[src/rtl/hpu_axil_regs.sv]
// AXI-Lite control/status register block for the HPU accelerator: loop bounds,
// item-memory count/write counter with auto-stop, sticky done flag. Optional irq via HPU_IRQ_EN.
`timescale 1ns/1ps
module hpu_axil_regs #(
  parameter int ADDR_W     = 20,
  parameter int RAND_W     = 16,
  parameter int DEF_ADDR_I = 299,
  parameter int DEF_ADDR_J = 2,
  parameter int DEF_RAND   = 1000,
  parameter int NUM_CORES  = 1
) (
  input  logic              clk,
  input  logic              rst,
  input  logic [31:0]       S_AXI_AWADDR,
  input  logic              S_AXI_AWVALID,
  output logic              S_AXI_AWREADY,
  input  logic [31:0]       S_AXI_WDATA,
  input  logic [3:0]        S_AXI_WSTRB,
  input  logic              S_AXI_WVALID,
  output logic              S_AXI_WREADY,
  output logic [1:0]        S_AXI_BRESP,
  output logic              S_AXI_BVALID,
  input  logic              S_AXI_BREADY,
  input  logic [31:0]       S_AXI_ARADDR,
  input  logic              S_AXI_ARVALID,
  output logic              S_AXI_ARREADY,
  output logic [31:0]       S_AXI_RDATA,
  output logic [1:0]        S_AXI_RRESP,
  output logic              S_AXI_RVALID,
  input  logic              S_AXI_RREADY,
  input  logic              s_fin,
  output logic              run,
  output logic              matw,
  output logic              last,
  output logic [ADDR_W-1:0] addr_i,
  output logic [ADDR_W-1:0] addr_j,
  output logic [RAND_W-1:0] random_num,
  output logic [RAND_W-1:0] mat_a
`ifdef HPU_IRQ_EN
  ,
  output logic              irq
`endif
);

  typedef enum logic [2:0] {INI, AW, W, AWW, AR1, AR2} state_t;

  localparam logic [9:0] REG_CTRL    = 10'd0;
  localparam logic [9:0] REG_STATUS  = 10'd1;
  localparam logic [9:0] REG_ADDR_I  = 10'd2;
  localparam logic [9:0] REG_ADDR_J  = 10'd3;
  localparam logic [9:0] REG_RAND    = 10'd4;
  localparam logic [9:0] REG_SCRATCH = 10'd5;
  localparam logic [9:0] REG_PARAM   = 10'd6;

  localparam logic [31:0] PARAM_WORD = {8'(NUM_CORES), 8'(ADDR_W), 8'(RAND_W), 8'h02};

  state_t      state;
  logic [9:0]  aw_word;
  logic [9:0]  ar_word;
  logic [31:0] wdata_held;
  logic [31:0] scratch;
  logic        done;
  logic        irq_en;

  logic        wr_fire;
  logic [9:0]  wr_word;
  logic [31:0] wr_data;
  logic [1:0]  wr_resp;
  logic [31:0] rd_data;
  logic [1:0]  rd_resp;
  logic        unused_bits;

  assign unused_bits = ^{S_AXI_WSTRB, S_AXI_AWADDR[31:12], S_AXI_AWADDR[1:0],
                         S_AXI_ARADDR[31:12], S_AXI_ARADDR[1:0]};

  // Address/data of the write that commits on this edge, whichever half arrived first.
  always_comb begin
    wr_fire = 1'b0;
    wr_word = aw_word;
    wr_data = wdata_held;
    case (state)
      INI: begin
        wr_fire = S_AXI_AWVALID & S_AXI_WVALID;
        wr_word = S_AXI_AWADDR[11:2];
        wr_data = S_AXI_WDATA;
      end
      AW: begin
        wr_fire = S_AXI_WVALID;
        wr_word = aw_word;
        wr_data = S_AXI_WDATA;
      end
      W: begin
        wr_fire = S_AXI_AWVALID;
        wr_word = S_AXI_AWADDR[11:2];
        wr_data = wdata_held;
      end
      default: begin
        wr_fire = 1'b0;
        wr_word = aw_word;
        wr_data = wdata_held;
      end
    endcase
    if (wr_word <= REG_PARAM) begin
      wr_resp = 2'b00;
    end else begin
      wr_resp = 2'b10;
    end
  end

  // Read mux; unmapped offsets return zero with SLVERR.
  always_comb begin
    rd_data = 32'd0;
    rd_resp = 2'b00;
    case (ar_word)
      REG_CTRL:    rd_data = {29'd0, last, run, matw};
      REG_STATUS:  rd_data = {irq_en, 29'd0, done, matw};
      REG_ADDR_I:  rd_data = 32'(addr_i);
      REG_ADDR_J:  rd_data = 32'(addr_j);
      REG_RAND:    rd_data = 32'(random_num);
      REG_SCRATCH: rd_data = scratch;
      REG_PARAM:   rd_data = PARAM_WORD;
      default: begin
        rd_data = 32'd0;
        rd_resp = 2'b10;
      end
    endcase
  end

  // Handshake FSM with registered ready/valid/response outputs.
  always_ff @(posedge clk or posedge rst) begin
    if (rst) begin
      state         <= INI;
      S_AXI_AWREADY <= 1'b1;
      S_AXI_WREADY  <= 1'b1;
      S_AXI_ARREADY <= 1'b1;
      S_AXI_BVALID  <= 1'b0;
      S_AXI_BRESP   <= 2'b00;
      S_AXI_RVALID  <= 1'b0;
      S_AXI_RRESP   <= 2'b00;
      S_AXI_RDATA   <= 32'd0;
      aw_word       <= 10'd0;
      ar_word       <= 10'd0;
      wdata_held    <= 32'd0;
    end else begin
      case (state)
        INI: begin
          if (S_AXI_AWVALID && S_AXI_WVALID) begin
            state         <= AWW;
            S_AXI_AWREADY <= 1'b0;
            S_AXI_WREADY  <= 1'b0;
            S_AXI_ARREADY <= 1'b0;
            S_AXI_BVALID  <= 1'b1;
            S_AXI_BRESP   <= wr_resp;
          end else if (S_AXI_AWVALID) begin
            state         <= AW;
            aw_word       <= S_AXI_AWADDR[11:2];
            S_AXI_AWREADY <= 1'b0;
            S_AXI_ARREADY <= 1'b0;
          end else if (S_AXI_WVALID) begin
            state         <= W;
            wdata_held    <= S_AXI_WDATA;
            S_AXI_WREADY  <= 1'b0;
            S_AXI_ARREADY <= 1'b0;
          end else if (S_AXI_ARVALID) begin
            state         <= AR1;
            ar_word       <= S_AXI_ARADDR[11:2];
            S_AXI_AWREADY <= 1'b0;
            S_AXI_WREADY  <= 1'b0;
            S_AXI_ARREADY <= 1'b0;
          end
        end
        AW: begin
          if (S_AXI_WVALID) begin
            state        <= AWW;
            S_AXI_WREADY <= 1'b0;
            S_AXI_BVALID <= 1'b1;
            S_AXI_BRESP  <= wr_resp;
          end
        end
        W: begin
          if (S_AXI_AWVALID) begin
            state         <= AWW;
            S_AXI_AWREADY <= 1'b0;
            S_AXI_BVALID  <= 1'b1;
            S_AXI_BRESP   <= wr_resp;
          end
        end
        AWW: begin
          if (S_AXI_BREADY) begin
            state         <= INI;
            S_AXI_BVALID  <= 1'b0;
            S_AXI_AWREADY <= 1'b1;
            S_AXI_WREADY  <= 1'b1;
            S_AXI_ARREADY <= 1'b1;
          end
        end
        AR1: begin
          state        <= AR2;
          S_AXI_RDATA  <= rd_data;
          S_AXI_RRESP  <= rd_resp;
          S_AXI_RVALID <= 1'b1;
        end
        AR2: begin
          if (S_AXI_RREADY) begin
            state         <= INI;
            S_AXI_RVALID  <= 1'b0;
            S_AXI_AWREADY <= 1'b1;
            S_AXI_WREADY  <= 1'b1;
            S_AXI_ARREADY <= 1'b1;
          end
        end
        default: begin
          state         <= INI;
          S_AXI_BVALID  <= 1'b0;
          S_AXI_RVALID  <= 1'b0;
          S_AXI_AWREADY <= 1'b1;
          S_AXI_WREADY  <= 1'b1;
          S_AXI_ARREADY <= 1'b1;
        end
      endcase
    end
  end

  // Control registers, item-memory counter with auto-stop and sticky done.
  always_ff @(posedge clk or posedge rst) begin
    if (rst) begin
      run        <= 1'b0;
      matw       <= 1'b0;
      last       <= 1'b0;
      addr_i     <= ADDR_W'(DEF_ADDR_I);
      addr_j     <= ADDR_W'(DEF_ADDR_J);
      random_num <= RAND_W'(DEF_RAND);
      mat_a      <= {RAND_W{1'b0}};
      scratch    <= 32'd0;
      done       <= 1'b0;
    end else begin
      // A CTRL write wins over the auto-stop in the same cycle.
      if (wr_fire && wr_word == REG_CTRL) begin
        {last, run, matw} <= wr_data[2:0];
      end else if (matw && mat_a == random_num) begin
        matw <= 1'b0;
      end
      if (matw) begin
        mat_a <= mat_a + RAND_W'(1);
      end else begin
        mat_a <= {RAND_W{1'b0}};
      end
      if (wr_fire && wr_word == REG_ADDR_I) addr_i <= wr_data[ADDR_W-1:0];
      if (wr_fire && wr_word == REG_ADDR_J) addr_j <= wr_data[ADDR_W-1:0];
      if (wr_fire && wr_word == REG_RAND) random_num <= wr_data[RAND_W-1:0];
      if (wr_fire && wr_word == REG_SCRATCH) scratch <= wr_data;
      done <= s_fin | (done & ~(wr_fire && wr_word == REG_STATUS && wr_data[1]));
    end
  end

`ifdef HPU_IRQ_EN
  // Interrupt enable and registered interrupt output.
  always_ff @(posedge clk or posedge rst) begin
    if (rst) begin
      irq_en <= 1'b0;
      irq    <= 1'b0;
    end else begin
      if (wr_fire && wr_word == REG_STATUS) irq_en <= wr_data[31];
      irq <= done & irq_en;
    end
  end
`else
  assign irq_en = 1'b0;
`endif

endmodule

[config.mk]
export PLATFORM = sky130hd
export DESIGN_NAME = hpu_axil_regs
export DESIGN_NICKNAME = d
export VERILOG_FILES = /design/src/rtl/hpu_axil_regs.sv
export SDC_FILE = /design/constraint.sdc
export NUM_CORES = 1
export LEC_CHECK = 0
export CAP_MARGIN = 0
export CORE_MARGIN = 3
export CORE_UTILIZATION = 40
export CTS_CLUSTER_DIAMETER = 120
export DETAILED_ROUTE_END_ITERATION = 6
export PLACE_DENSITY = 0.67
export SKIP_LAST_GASP = 1
export SYNTH_ARGS = -nofsm -noshare
export SYNTH_HDL_FRONTEND = slang
export SYNTH_SLANG_ARGS = --single-unit
[constraint.sdc]
create_clock -name clk -period 11.55 [get_ports clk]
set_clock_uncertainty 0.15 [all_clocks]
set_input_delay 2.31 -clock clk [delete_from_list [all_inputs] [get_ports clk]]
set_output_delay 2.31 -clock clk [all_outputs]
set_load 0.1 [all_outputs]
---- After elaboration in Yosys (flattened, before gate mapping) ----
Cells that the tools add are included.
word-level totals
  bits in registers ....................... 204
  output and inout bits ................... 116
  logic and storage cells ................. 139
operators by class
  $add $sub $neg .......................... 1
  equal/unequal tests ..................... 27
  reduce and logical (&&, ||, !) cells .... 32
  mux-type cells .......................... 45
  bitwise gates (word level) .............. 12
  order comparisons ....................... 1
operator list
  cell                                                                               number
  32-bit case mux with 7 select lines                                                1
  10-bit by 3-bit equality test with 1-bit output, second input constant             5
  10-bit by 2-bit equality test with 1-bit output, second input constant             4
  32-bit 2-to-1 mux                                                                  1
  3-bit 2-to-1 mux                                                                   8
  10-bit by 1-bit equality test with 1-bit output, second input constant             2
  10-bit zero test                                                                   2
  1-bit 2-to-1 mux                                                                   20
  3-bit case mux with 6 select lines                                                 1
  16-bit by 1-bit adder with 16-bit output, second input constant                    1
  16-bit equality test                                                               1
  16-bit 2-to-1 mux                                                                  1
  1-bit case mux with 5 select lines                                                 3
  5-bit AND reduction                                                                3
  4-bit inequality test, second input constant                                       3
  4-bit AND reduction                                                                3
  6-bit AND reduction                                                                2
  10-bit by 3-bit less-or-equal comparator with 1-bit output, second input constant  1
  10-bit 2-to-1 mux                                                                  1
  2-bit 2-to-1 mux                                                                   5
  2-bit inequality test, second input constant                                       5
  2-bit OR reduction                                                                 5
  1-bit logical AND                                                                  9
  1-bit inverter                                                                     9
  other kinds (18)                                                                   22

---- Longest topological paths before layout ----
Gate-level depths: netlist of the first run.
  depth in word-level cells ............... 9
  depth in mapped cells ................... 8
  depth with buffers taken out ............ 5

---- Least setup slack after synthesis of the first run ----
No wires, ideal clock.
  path type ............................... input to register
  from .................................... input port S_AXI_AWADDR[11]
  to ...................................... register scratch[18]
  stages on the path ...................... 6
  arrival ................................. 3.948 ns
  setup slack ............................. 7.378 ns
  setup time .............................. 0.074 ns
  cells stage by stage .................... or4_4 > o31a_4 > a2111oi_4 > buf_6 > nor2_2 > a21oi_2
on the way
  cells in the longest elaborated chain, start to end .. 3
ends and longest elaborated chain
  what                                             RTL line  text
  start, declared                                  14        input logic [31:0] S_AXI_AWADDR,
  10-bit 2-to-1 mux                                81        case (state)
  10-bit by 3-bit equality test with 1-bit output  251       if (wr_fire && wr_word == REG_SCRATCH) scratch <= wr_data;
  1-bit logical AND                                251
  end signal, assigned                             251
  end, declared                                    61        logic [31:0] scratch;
No other way between the ends.
A chain may end at the register's enable or synchronous reset.

---- Final worst setup path of the first run ----
  from .................................... register matw
  to ...................................... output port matw
RTL lines
  what                    RTL line  text
  start, declared         33        output logic matw,
  start signal, assigned  239       {last, run, matw} <= wr_data[2:0];
No word-level cell between the ends.

==> results of run 1 <==
[kinds of logic after synthesis]
group	synth area share, %
DFF	54.7
other	0.0404
xor gates and xnor gates	2.64
muxes	13.7
AOI/OAI and AO/OA	13.8
and+or+nand+nor	11.7
buffers and inverters	3.25
adders and majority gates	0.135
[report_power, final]
| group | internal (mW) | switching (mW) |
|---|---|---|
| logic | 0.446 | 0.970 |
| clock network | 0.457 | 0.291 |
| registers | 0.935 | 0.199 |
| total | 1.84 | 1.46 |
[final timing paths]
check                           cells past startpoint                    endpoint                 startpoint
worst max-delay path                                1                        matw           matw$_DFFE_PP0P_
max in group asynchronous                           3      ar_word[0]$_DFFE_PP0P_                        rst
worst min-delay path                                2   S_AXI_ARREADY$_DFFE_PP1P_  S_AXI_ARREADY$_DFFE_PP1P_
worst max register to register                      4  wdata_held[13]$_DFFE_PP0P_       state[2]$_DFFE_PP0P_
min in group asynchronous                           2   wdata_held[4]$_DFFE_PP0P_                        rst
worst min register to register                      2   S_AXI_ARREADY$_DFFE_PP1P_  S_AXI_ARREADY$_DFFE_PP1P_
[cell usage in the layout, fill, tap and decap left out, drive strengths merged, types with 4 or more instances in the layout]
cell type        n
and2            15
nor2            87
or2              4
clkdlybuf4s50  173
nand3            9
dfstp           15
nor4b            4
nor3             6
xnor2            8
a22o            24
nor4            10
clkinv           5
xor2            20
a21oi           82
o22ai           15
nand4            6
clkbuf          38
buf              7
nand2           65
dfrtp          187
or3              4
o21ai           44
mux2            56
mux2i           64
inv             11
[layer usage]
layer,share of wire (%),vias up,global-route usage [%]
met3,4.8,36,3.21
met1,47,3220,26.6
met2,46,142,30.3
met4,2.2,0,4.79
li1,-,3251,-
met5,0,-,0
[flip-flops by register name (all words and copies together), names as in the netlist, 3 cells and up]
| name | cells |
|---|---|
| random_num | 16 |
| S_AXI_RDATA | 32 |
| wdata_held | 32 |
| aw_word | 10 |
| mat_a | 16 |
| state | 3 |
| ar_word | 10 |
| addr_i | 20 |
| addr_j | 20 |
| scratch | 32 |
[cell type report]
type | instances | area [sq um] | share of cell area (%)
clock buffers | 38 | 734 | 6.10
clock inverters | 6 | 58.8 | 0.489
inverters | 11 | 48.8 | 0.405
multi-input cells | 568 | 3980 | 33.0
flip-flops and latches | 202 | 5070 | 42.2
well taps | 285 | 357 | 2.96
repair buffers | 180 | 1780 | 14.8
==> results.md, run 1 <==
- Run status: completed
- Fin Setup TNS: 0 ns
- Share of the core filled with cells in the final layout: between 50% and 60%
- Startpoint-to-endpoint class of the critical path: reg2out
- First-pass GRT wire length: 37.3 mm
- Largest net degree at the start of global routing: ~130
- Growth of design area from synthesis to finish: 29.7%
- DRT Pass-1 Iters: 6
- CTS Hold Buffers Added: 0
- Post-placement cell area: 11200 sq um
- Total power density per cell area: 274 nW/um^2
- Worst path cell trace: clkdlybuf4s50_1
- Max-Slew Margin vs Limit: about 28%
- Number of storage elements in the synthesis netlist: between 200 and 250
- Mean area per synthesized cell: ~11 sq um
- Top_reg_cell synth: dfrtp_1
- Total Power Consumption: about 3.3 mW
- Remaining number of nets flagged by the antenna check after routing: 0
- Top cells by instance count after synthesis: dfrtp_1, nor2_1, nand2_1
- Post-CTS sizing: 0
- Worst setup EP type: primary output
- Post-synth ARST share: 100%
- Crit path time final: 4.87 ns
- Hold Vio Cnt, Final: 0
- Arrival time reported for the critical path endpoint: about 2.4 ns
- Final hold slack: about 0.32 ns
- Share of layout cells above drive strength 1: between 10% and 20%
- Most frequent cell after synthesis: dfrtp_1
- Number of inserted filler cells in the final layout: between 2000 and 2500
- Maximum count of clock buffers along a single path: 3
- Diodes inserted: 0
- Initial core utilization: 40.8%
- Remaining global-route overflow: 0
- Avg WL per Cell: between 15 and 20 um
- Routability Congestion: approximately 0.83
- Worst-Skew Late Latency: 0.51 ns
- Max Cap Violations: 0
- Buf+Inv Stages, Crit Path: 1
- DRC marker count from the first detailed-route iteration: around 400
- Vias/cell: between 5 and 6
- Count of warnings emitted by yosys: 0
- Setup ws final: 6.68 ns
- Total I/O pin count: approximately 220
- Post-DP HPWL: around 16 mm
- Count of pins over their slew limit: 0
- Setup Buffers After CTS: 0
- Die boundary height: around 160 um
- Launching element type of the critical path: flip-flop
- Peak per-stage delay on the critical path: 1.23 ns
- Post-Syn Area: 9280 sq um
- Setup slack of the worst register-to-register path: between 8 and 9 ns
- Count of non-filler cells in the finished layout: 1290
- Number of placed instances, taps included: 1246
- DRC errors left: 0
- Total die area: ~25000 sq um
- Net count, final: between 1000 and 1500
- Final Routed Wirelength: about 24 mm
- IO buf count: roughly 170
- Number of enable-type register cells in the synthesized netlist: 0
- Number of buffers created by CTS: 24
- Fmax: between 200 and 250 MHz
- GRT Resource Usage Total: 18.8%
- Final worst-path cycle share: between 40% and 50%
- Clock-pin slew on the worst setup and hold paths: about 0.060 ns
- CP top delay family: buffers and inverters
- Number of global-route vias before repair: 6582
- Cells after synthesis: ~830
- Finish-stage setup viols: 0
- Cell accounting for the most synthesized area: dfrtp_1
- Fraction of synthesized cell area taken by the top area cell type: slightly above 50%
- Cell variety after synth: 57
- Highest fanout seen on the critical path: 19
- Cell with the largest stage delay on the worst path: clkdlybuf4s50_1
- Number of antenna violations at the first check in global routing: 0
- Data required time of the worst path: roughly 9.1 ns
- Core area: 22700 sq um
- Via Count: roughly 6600
- Die Wd: approximately 160 um
- CTS Root Buffer Type: clkbuf_16
- Number of clock sinks: a little over 200
- Slew at the pin with the worst max-slew slack: 1.09 ns
- Largest cells by area after synthesis: dfrtp_1, mux2i_1, mux2_2
- TritonCTS clock tree: done
- Total non-filler cell area in the finished layout: 12000 sq um
- Static Leakage: between 5 and 6 nW
- Unrepaired setup endpoints after global routing: no
- Pre-CTS WS: between 6 and 7 ns
- CTS HTree Levels: 1
- Site row count: 55
- VDD IR-drop max: ~0.00023 V
- Share of the yosys chip area belonging to registers: between 50% and 60%
- Worst min-delay path class: reg2reg
Note: power is estimated with default switching activity, not from simulation.
==> inputs of run 2 (changes only) <==
==> constraint.sdc (replaced) <==
create_clock -name clk -period 4.9 [get_ports clk]
set_clock_uncertainty 0.15 [all_clocks]
set_input_delay 0.98 -clock clk [delete_from_list [all_inputs] [get_ports clk]]
set_output_delay 0.98 -clock clk [all_outputs]
set_load 0.1 [all_outputs]
==> results.md, run 2 (same netlist as run 1, synthesis figures left out) <==
- Run status: completed
- IO buf count: 173 (unchanged)
- Commonest cells after routing, fill and taps aside: dfrtp_1, clkdlybuf4s50_1, nor2_1
- Routability Congestion: 0.838 (+0.35%)
- Number of placed instances, taps included: 1249 (+0.24%)
- Remaining number of nets flagged by the antenna check after routing: 0 (unchanged)
- Biggest registers after layout: S_AXI_RDATA (32), scratch (32), wdata_held (32)
- Number of antenna violations at the first check in global routing: 0 (unchanged)
- Path depth of the worst reg2reg path: 6 (+2)
- Finish-stage setup viols: 0 (unchanged)
- Via Count: 6761 (+1.7%)
- Data required time of the worst path: 3.77 ns (-5.32 ns)
- Number of global-route vias before repair: 6711 (+2.0%)
- Total I/O pin count: 224 (unchanged)
- Worst flop-to-flop path startpoint: state[2]$_DFFE_PP0P_
- CP top delay family: buffers and inverters
- Setup Buffers After CTS: 0 (unchanged)
- Buf+Inv Stages, Crit Path: 1 (unchanged)
- Total power density per cell area: 635 nW/um^2 (+130%)
- Final Routed Wirelength: 23.8 mm (-0.29%)
- Number of clock sinks: 202 (unchanged)
- Die Wd: 158 um (unchanged)
- Number of buffers created by CTS: 23 (-4.2%)
- CTS Hold Buffers Added: 0 (unchanged)
- Fmax: roughly 280 MHz
- Commonest non-fill, non-tap cell in the layout: dfrtp_1
- Die boundary height: 158 um (unchanged)
- Total Power Consumption: 7.62 mW (+130%)
- Worst setup EP type: primary output
- Avg WL per Cell: 18.4 um (-0.29%)
- Net count, final: 1098 (+0.18%)
- Worst flop-to-flop path endpoint: addr_i[19]$_DFFE_PP0P_
- Count of non-filler cells in the finished layout: 1290 (unchanged)
- Worst path cell trace: clkdlybuf4s50_1
- Post-CTS sizing: 0 (unchanged)
- DRC errors left: 0 (unchanged)
- Final worst-path cycle share: between 70% and 80%
- Post-DP HPWL: 16.1 mm (+2.0%)
- Diodes inserted: 0 (unchanged)
- Share of layout cells above drive strength 1: 16.7% (-0.20 points)
- Launching element type of the critical path: flip-flop
- Worst min-delay path class: reg2reg
- Initial core utilization: 40.8% (unchanged)
- Setup slack of the worst register-to-register path: 1.96 ns (-6.36 ns)
- Vias/cell: 5.24 (+1.7%)
- CTS HTree Levels: 1 (unchanged)
- Crit path time final: 3.55 ns
- Core area: 22700 sq um (unchanged)
- Peak per-stage delay on the critical path: 1.24 ns (about the same)
- Clock-pin slew on the worst setup and hold paths: 0.06 ns (about the same)
- Static Leakage: 5.14 nW (-0.53%)
- VDD IR-drop max: 0.000431 V (+84%)
- Remaining global-route overflow: 0 (unchanged)
- Highest fanout seen on the critical path: 19 (unchanged)
- Fin Setup TNS: 0 ns (unchanged)
- Post-placement cell area: 11300 sq um (+0.50%)
- Total die area: 25100 sq um (unchanged)
- Cell with the largest stage delay on the worst path: clkdlybuf4s50_1
- Maximum count of clock buffers along a single path: 3 (unchanged)
- CTS Root Buffer Type: clkbuf_16
- Largest net degree at the start of global routing: 107 (-16%)
- Site row count: 55 (unchanged)
- Worst hold path depth: 2 (unchanged)
- Max-Slew Margin vs Limit: 28.4% (+0.83 points)
- Max Cap Violations: 0 (unchanged)
- Startpoint-to-endpoint class of the critical path: reg2out
- TritonCTS clock tree: done
- Startpoint of the worst hold path: S_AXI_ARREADY$_DFFE_PP1P_
- Total non-filler cell area in the finished layout: 12000 sq um (-0.26%)
- Hold Vio Cnt, Final: 0 (unchanged)
- DRC marker count from the first detailed-route iteration: 356 (-8.7%)
- First-pass GRT wire length: 37.6 mm (+0.98%)
- DRT Pass-1 Iters: 4 (-2)
- Hold-critical path endpoint: S_AXI_ARREADY$_DFFE_PP1P_
- Growth of design area from synthesis to finish: 29.4%
- GRT Resource Usage Total: 19.1% (+0.24 points)
- Slew at the pin with the worst max-slew slack: 1.07 ns (-0.0120 ns)
- Count of pins over their slew limit: 0 (unchanged)
- Worst-Skew Late Latency: 0.50 ns (about the same)
- Unrepaired setup endpoints after global routing: no
- Arrival time reported for the critical path endpoint: 2.42 ns (about the same)
==> run 2: cell types whose count changed in the layout (fill, tap and decap cells not counted) <==
cell / previous run / this run
inv_6: 0 / 2
clkinv_2: 4 / 2
clkbuf_16: 25 / 23
buf_12: 0 / 3
clkbuf_8: 6 / 5
inv_8: 1 / 0
bufinv_16: 1 / 0
clkbuf_1: 7 / 9
clkinvlp_4: 0 / 1
clkinv_4: 1 / 0
==> run 2: area by class of cell <==
cell class / instances / area [sq um]
multi-input cells: 568 / 3980
repair buffers: 183 / 1840
fillers: 1989 / 10700
clock inverters: 4 / 27.5
flip-flops and latches: 202 / 5070
well taps: 285 / 357
inverters: 11 / 45.0
clock buffers: 37 / 678
==> run 2: how the worst max path moves through the flow <==
stage / startpoint / endpoint / slack, ns / depth (start not counted)
2_1_floorplan: rst / S_AXI_BRESP[1]$_DFFE_PP0P_ / 1.17 / 1
3_3_place_gp: S_AXI_WVALID / addr_j[11]$_DFFE_PP0P_ / 1.39 / 6
3_5_place_dp: S_AXI_WVALID / addr_j[5]$_DFFE_PP0P_ / 1.33 / 6
4_1_cts: matw$_DFFE_PP0P_ / matw / 1.30 / 1
5_1_grt: matw$_DFFE_PP0P_ / matw / 1.24 / 1
6_report: matw$_DFFE_PP0P_ / matw / 1.35 / 1
==> run 2: power breakdown <==
| group | switching (mW) | total, mW | internal (mW) | leakage, nW |
|---|---|---|---|---|
| Clock | 0.658 | 1.60 | 0.946 | 0.347 |
| Sequential | 0.473 | 2.68 | 2.20 | 2.63 |
| Combinational | 2.29 | 3.34 | 1.05 | 2.16 |
==> run 2: layer usage <==
metal / wire length [um] / part of all wire [%] / global-route usage [%]
met1: 10800 / 45 / 26.8
met2: 11200 / 47 / 30.6
met3: 1030 / 4.3 / 3.21
met4: 725 / 3.0 / 5.61
met5: 0 / 0 / 0
==> run 2: metrics by stage <==
| stage | setup WS, ns | utilization [%] | hold WS [ns] |
|---|---|---|---|
| finish | 1.35 | 52.9 | 0.316 |
| CTS | 1.30 | 52.9 | 0.324 |
| global route | 1.24 | 52.9 | 0.353 |
| floorplan | 1.17 | - | 0.298 |
| detailed placement | 1.33 | 49.8 | 0.315 |
| global placement | 1.39 | 49.8 | 0.302 |
==> inputs of run 3 (changes only) <==
--- a/config.mk
+++ b/config.mk
@@ -10,7 +10,7 @@
 export CORE_UTILIZATION = 40
 export CTS_CLUSTER_DIAMETER = 120
 export DETAILED_ROUTE_END_ITERATION = 6
-export PLACE_DENSITY = 0.67
+export PLACE_DENSITY = 0.69
 export SKIP_LAST_GASP = 1
 export SYNTH_ARGS = -nofsm -noshare
 export SYNTH_HDL_FRONTEND = slang
==> constraint.sdc (replaced) <==
create_clock -name clk -period 2.9 [get_ports clk]
set_clock_uncertainty 0.15 [all_clocks]
set_input_delay 0.58 -clock clk [delete_from_list [all_inputs] [get_ports clk]]
set_output_delay 0.58 -clock clk [all_outputs]
set_load 0.1 [all_outputs]
==> results.md, run 3 (same netlist as run 1, synthesis figures left out) <==
- Remaining global-route overflow: 0 (unchanged)
- VDD IR-drop max: 0.000743 V (+72%)
- First-pass GRT wire length: 38.0 mm (+0.90%)
- Number of antenna violations at the first check in global routing: 2 (+2)
- CTS Hold Buffers Added: 0 (unchanged)
- Total die area: 25100 sq um (unchanged)
- Initial core utilization: 40.8% (unchanged)
- Net count, final: 1126 (+2.6%)
- Number of buffers created by CTS: 23 (unchanged)
- Commonest cells after routing, fill and taps aside: dfrtp_1, buf_4, nor2_1
- Clock power frac: 21.5% (+0.5 points)
- Switching portion of total power: 44.5% (-0.40 points)
- Routability Congestion: 0.830 (-0.98%)
- Post-DP HPWL: 17.0 mm (+5.8%)
- CTS Root Buffer Type: clkbuf_16
- Internal Dissipation: 7.25 mW (+72%)
- Data required time of the worst path: 3.17 ns (-0.60 ns)
- Sequential fraction of design power: 33.9% (-1.2 points)
- CTS HTree Levels: 1 (unchanged)
- Site row count: 55 (unchanged)
- GRT Resource Usage Total: 19.2% (+0.12 points)
- Number of placed instances, taps included: 1277 (+2.2%)
- Vias/cell: 5.17 (-1.3%)
- Post-CTS sizing: 0 (unchanged)
- Total power density per cell area: 1080 nW/um^2 (+71%)
- TritonCTS clock tree: done
- Hold Vio Cnt, Final: 0 (unchanged)
- DRC errors left: 0 (unchanged)
- Setup Buffers After CTS: 0 (unchanged)
- Static Leakage: 5.52 nW (+7.6%)
- DRT Pass-1 Iters: 4 (unchanged)
- Launching element type of the critical path: flip-flop
- Commonest non-fill, non-tap cell in the layout: dfrtp_1
- Unrepaired setup endpoints after global routing: no
- Total I/O pin count: 224 (unchanged)
- Run status: completed
- Core area: 22700 sq um (unchanged)
- Count of non-filler cells in the finished layout: 1318 (+2.2%)
- Max Cap Violations: 0 (unchanged)
- DRC marker count from the first detailed-route iteration: 283 (-21%)
- Max-Slew Margin vs Limit: 59.7% (+31 points)
- Final worst-path cycle share: approximately nine tenths
- Highest fanout seen on the critical path: 52 (+33)
- Die Wd: 158 um (unchanged)
- Remaining number of nets flagged by the antenna check after routing: 0 (unchanged)
- Slew at the pin with the worst max-slew slack: 0.605 ns (-0.469 ns)
- Crit path time final: 2.59 ns
- Worst-Skew Late Latency: 0.49 ns (about the same)
- Biggest registers after layout: S_AXI_RDATA (32), scratch (32), wdata_held (32)
- Clock-pin slew on the worst setup and hold paths: 0.06 ns (about the same)
- Number of clock sinks: 202 (unchanged)
- Worst min-delay path class: in2async
- Final hold slack: 0.204 ns (-0.112 ns)
- Largest net degree at the start of global routing: 74 (-31%)
- Finish-stage setup viols: 0 (unchanged)
- Maximum count of clock buffers along a single path: 3 (unchanged)
- Avg WL per Cell: 18.4 um (-0.33%)
- IO buf count: 173 (unchanged)
- Final Routed Wirelength: 24.2 mm (+1.8%)
- Growth of design area from synthesis to finish: 29.8%
- Die boundary height: 158 um (unchanged)
- Startpoint-to-endpoint class of the critical path: reg2reg
- Via Count: 6818 (+0.84%)
- Fmax: slightly below 400 MHz
- Count of pins over their slew limit: 0 (unchanged)
- Proportion of power drawn by combinational gates: 44.6% (+0.8 points)
- Number of global-route vias before repair: 6875 (+2.4%)
- Share of layout cells above drive strength 1: 29.9% (+13 points)
- Arrival time reported for the critical path endpoint: 2.86 ns (+0.44 ns)
- Total net switching power: 5.80 mW (+70%)
- Worst setup EP type: flip-flop
- Number of inserted filler cells in the final layout: 2024 (+1.8%)
## run 3: cell types whose count changed in the layout (fill, tap and decap cells not counted)
cell,previous run,this run
buf_12,3,10
buf_4,7,142
bufinv_16,0,2
clkbuf_8,5,3
clkdlybuf4s50_1,173,59
diode_2,0,2
inv_6,2,0
## run 3: metal layers
metal	GRT usage [%]	routed length, um	share of wire, %	up-vias
met2	31.2	11400	47	153
met1	26.6	11000	46	3319
met4	5.74	683	2.8	0
met3	3.23	1120	4.6	40
li1	-	-	-	3306
met5	0	0	0	-
## run 3: layout make-up
type	instances	area [sq um]	share of cell area, %
clock buffer	35	651	5.41
sequential	202	5070	42.2
clock inverter	4	70.1	0.582
timing repair buffer	211	1860	15.4
multi-input combinational	568	3980	33.0
tap	285	357	2.96
antenna	2	5.00	0.0416
inverter	11	45.0	0.374
## run 3: path summary, 6_finish.rpt
check | from | to | slack, ns | cells after the start
max | state[0]$_DFFE_PP0P_ | scratch[14]$_DFFE_PP0P_ | 0.31 | 6
min | rst | aw_word[2]$_DFFE_PP0P_ | 0.20 | 2
max reg2reg | state[0]$_DFFE_PP0P_ | scratch[14]$_DFFE_PP0P_ | 0.31 | 6
min reg2reg | S_AXI_ARREADY$_DFFE_PP1P_ | S_AXI_ARREADY$_DFFE_PP1P_ | 0.32 | 2
max in group asynchronous | rst | random_num[3]$_DFFE_PP1P_ | 1.73 | 4
min in group clk | S_AXI_ARREADY$_DFFE_PP1P_ | S_AXI_ARREADY$_DFFE_PP1P_ | 0.32 | 2
## run 3: power groups by stage
stage / clock [mW] / sequential, mW / combinational (mW)
floorplan: 0 / 6.38 / 2.41
global placement: 0 / 4.43 / 5.78
finish: 2.80 / 4.42 / 5.82
global route: 2.99 / 4.54 / 6.20
detailed placement: 0 / 4.46 / 5.85
CTS: 2.87 / 4.42 / 5.87
## run 3: critical path, stage by stage (launching register included)
cell and delay [ns]:
dfrtp_1 0.72, or2_1 0.29, nand4b_1 0.26, a2111oi_4 0.52
buf_12 0.33, nor2_1 0.09, a21oi_2 0.11
## run 3: per-stage QoR
| step | power [mW] | setup TNS (ns) | setup slack [ns] | cell area, sq um | utilization (%) |
|---|---|---|---|---|---|
| 2_1_floorplan | 8.78 | -81.17 | -0.434 | 9280 | - |
| 3_3_place_gp | 10.2 | 0 | 0.0209 | 11300 | 49.8 |
| 3_5_place_dp | 10.3 | 0 | 0.00441 | 11300 | 49.8 |
| 4_1_cts | 13.2 | 0 | 0.344 | 12000 | 53.0 |
| 5_1_grt | 13.7 | 0 | 0.0793 | 12000 | 53.0 |
| 6_report | 13.0 | 0 | 0.312 | 12000 | 53.0 |
==> RTL change (config.mk and constraints of run 2) <==
The option `HPU_IRQ_EN` is turned on by a define.
--- a/src/rtl/hpu_axil_regs.sv
+++ b/src/rtl/hpu_axil_regs.sv
@@ -1,6 +1,8 @@
 // AXI-Lite control/status register block for the HPU accelerator: loop bounds,
 // item-memory count/write counter with auto-stop, sticky done flag. Optional irq via HPU_IRQ_EN.
 `timescale 1ns/1ps
+`define HPU_IRQ_EN
+
 module hpu_axil_regs #(
   parameter int ADDR_W     = 20,
   parameter int RAND_W     = 16,
Behaviour (old outputs only; new: irq): no difference found for any inputs over 4 cycles, from zero or initial values and one cycle with rst high; that may be too few to reach the edited logic, so the function may still have changed.
==> RTL change against run 2 <==
Synthesized cell count fell by 15%; sequential cell count up 2; cell area up 3.1%; via count fell by 6.1%; worst setup slack better by 32 ps; combinational power decreased by 6.9%; total power is 2.6% lower; clock power up 9%; synthesized area up 2.9%; first-iteration DRC count down 19%; final cell count down 6.8%; sequential power shrank 4%; utilization increased by 0.81 points; critical path type unchanged; wire length is 1.2% higher.
==> RTL change: results (changes against run 2) <==
mux share of post-synthesis cell area 24.7% (+11 points); Pleak 5.48 nW (+6.6%); status complete, no violations; share of cells above drive strength 1 29.7% (+13 points); synthesized flop and latch total 204 (+0.99%); sw power 3.05 mW (-11%); worst hold path class reg2reg; wire per inst 20.0 µm (+8.7%); cell family contributing the most delay on the critical path buffers and inverters; Root Buffer clkbuf_16; CP peak stage delay 1240 ps (about the same); Area contributors post-synth dfrtp_1 50%, mux2_2 14%, mux2_4 9.4%; routability cong. 0.788 (-5.9%); # diodes 0 (unchanged); Max H-tree Level 1 (unchanged); post-DP HPWL 16,400 µm (+1.8%); post-synthesis sequential area ratio 53.7% (-1.0 points); Multi-input gate area 4210 µm² (+5.9%); Adder-Cell Fraction of Synth Area 0.131% (-0.0038 points); Worst Path Arrival 2390 ps (-30 ps); clock latency on the worst-skew pair 500 ps (about the same); Nets 982 (-11%); DRT Pass-1 Iters 5 (+1); compound-cell area share of the yosys netlist 8.95% (-4.8 points); XOR/XNOR Fraction of Synth Area 2.57% (-0.075 points); FILL cells 1,943 (-2.3%); layout buffering overhead excluding clock cells 15.0% (-0.40 points); VDD IR-drop max 315 µV (-27%); DRT iter0 DRCs 290 (-19%); largest net degree at the start of global routing 57 (-47%); Tot GR Track Use 18.4% (-0.66 points); I/O Buffers 174 (+0.58%); Tightest Pin Transition 1060 ps (-18.6 ps); pre-CTS setup slack 1010 ps (-321 ps); first-pass GRT wire length 37,800 µm (+0.39%); via count 6,350 (-6.1%); multi-input gates 455 (-20%); Synth top cells by count 189 x dfrtp_1, 118 x mux2_2, 60 x mux2_4; Num CTS Buffers 22 (-4.3%); Seq area share 41.4% (-0.86 points); Distinct cells, synth 60 (+5.3%); Clock buf/inv share 6.28% (+0.40 points); vias in the first global route 6,565 (-2.2%); slowest cell on the critical path clkdlybuf4s50_1; clock buffer count 32 (-14%); invs w/o clock 3 (-8); Signal buffers 187 (+2.2%)
==> RTL change: cell count changes after synthesis, sizes merged, moves of 8 or more <==
cell,delta
mux2,+122
nor2,-73
a21oi,-59
mux2i,-52
nand2,-35
o21ai,-30
xnor2,+17
xor2,-17
a22o,+12
o22ai,-10
a221oi,+9
a22oi,+8
inv,-8
==> RTL change: layer usage <==
metal / routed length [µm] / global-route usage, %
met4: 527 / 4.93
met3: 1190 / 2.89
met5: 0 / 0
met2: 11400 / 29.6
met1: 11000 / 26.1
==> RTL change: power by group through the flow <==
stage | registers [mW] | clock network [mW] | logic [mW]
finish | 2.57 | 1.75 | 3.11
global route | 2.63 | 1.87 | 3.28
CTS | 2.56 | 1.79 | 3.14
detailed placement | 2.59 | 0 | 3.13
global placement | 2.57 | 0 | 3.09
floorplan | 3.50 | 0 | 1.42
==> RTL change: metrics by stage <==
step,hold WS [ps],instance area [µm²],utilization (%),cells
4_1_cts,340,12400,53.7,1202
6_report,337,12400,53.7,1202
5_1_grt,365,12400,53.7,1202
3_5_place_dp,321,11600,50.3,1162
2_1_floorplan,311,9550,-,704
3_3_place_gp,320,11600,50.3,1162
==> RTL change: worst paths after layout <==
check                                            startpoint                           to  cells past startpoint  slack, ps
worst max register to register         state[2]$_DFFE_PP0P_        addr_j[9]$_DFFE_PP0P_                      5       1550
min in group asynchronous                               rst  S_AXI_RDATA[24]$_DFFE_PP0P_                      2        870
worst min-delay path            S_AXI_RDATA[20]$_DFFE_PP0P_  S_AXI_RDATA[20]$_DFFE_PP0P_                      2        340
worst min register to register  S_AXI_RDATA[20]$_DFFE_PP0P_  S_AXI_RDATA[20]$_DFFE_PP0P_                      2        340
worst max-delay path                       matw$_DFFE_PP0P_                         matw                      1       1380
max in group asynchronous                               rst    S_AXI_AWREADY$_DFFE_PP1P_                      3       2860
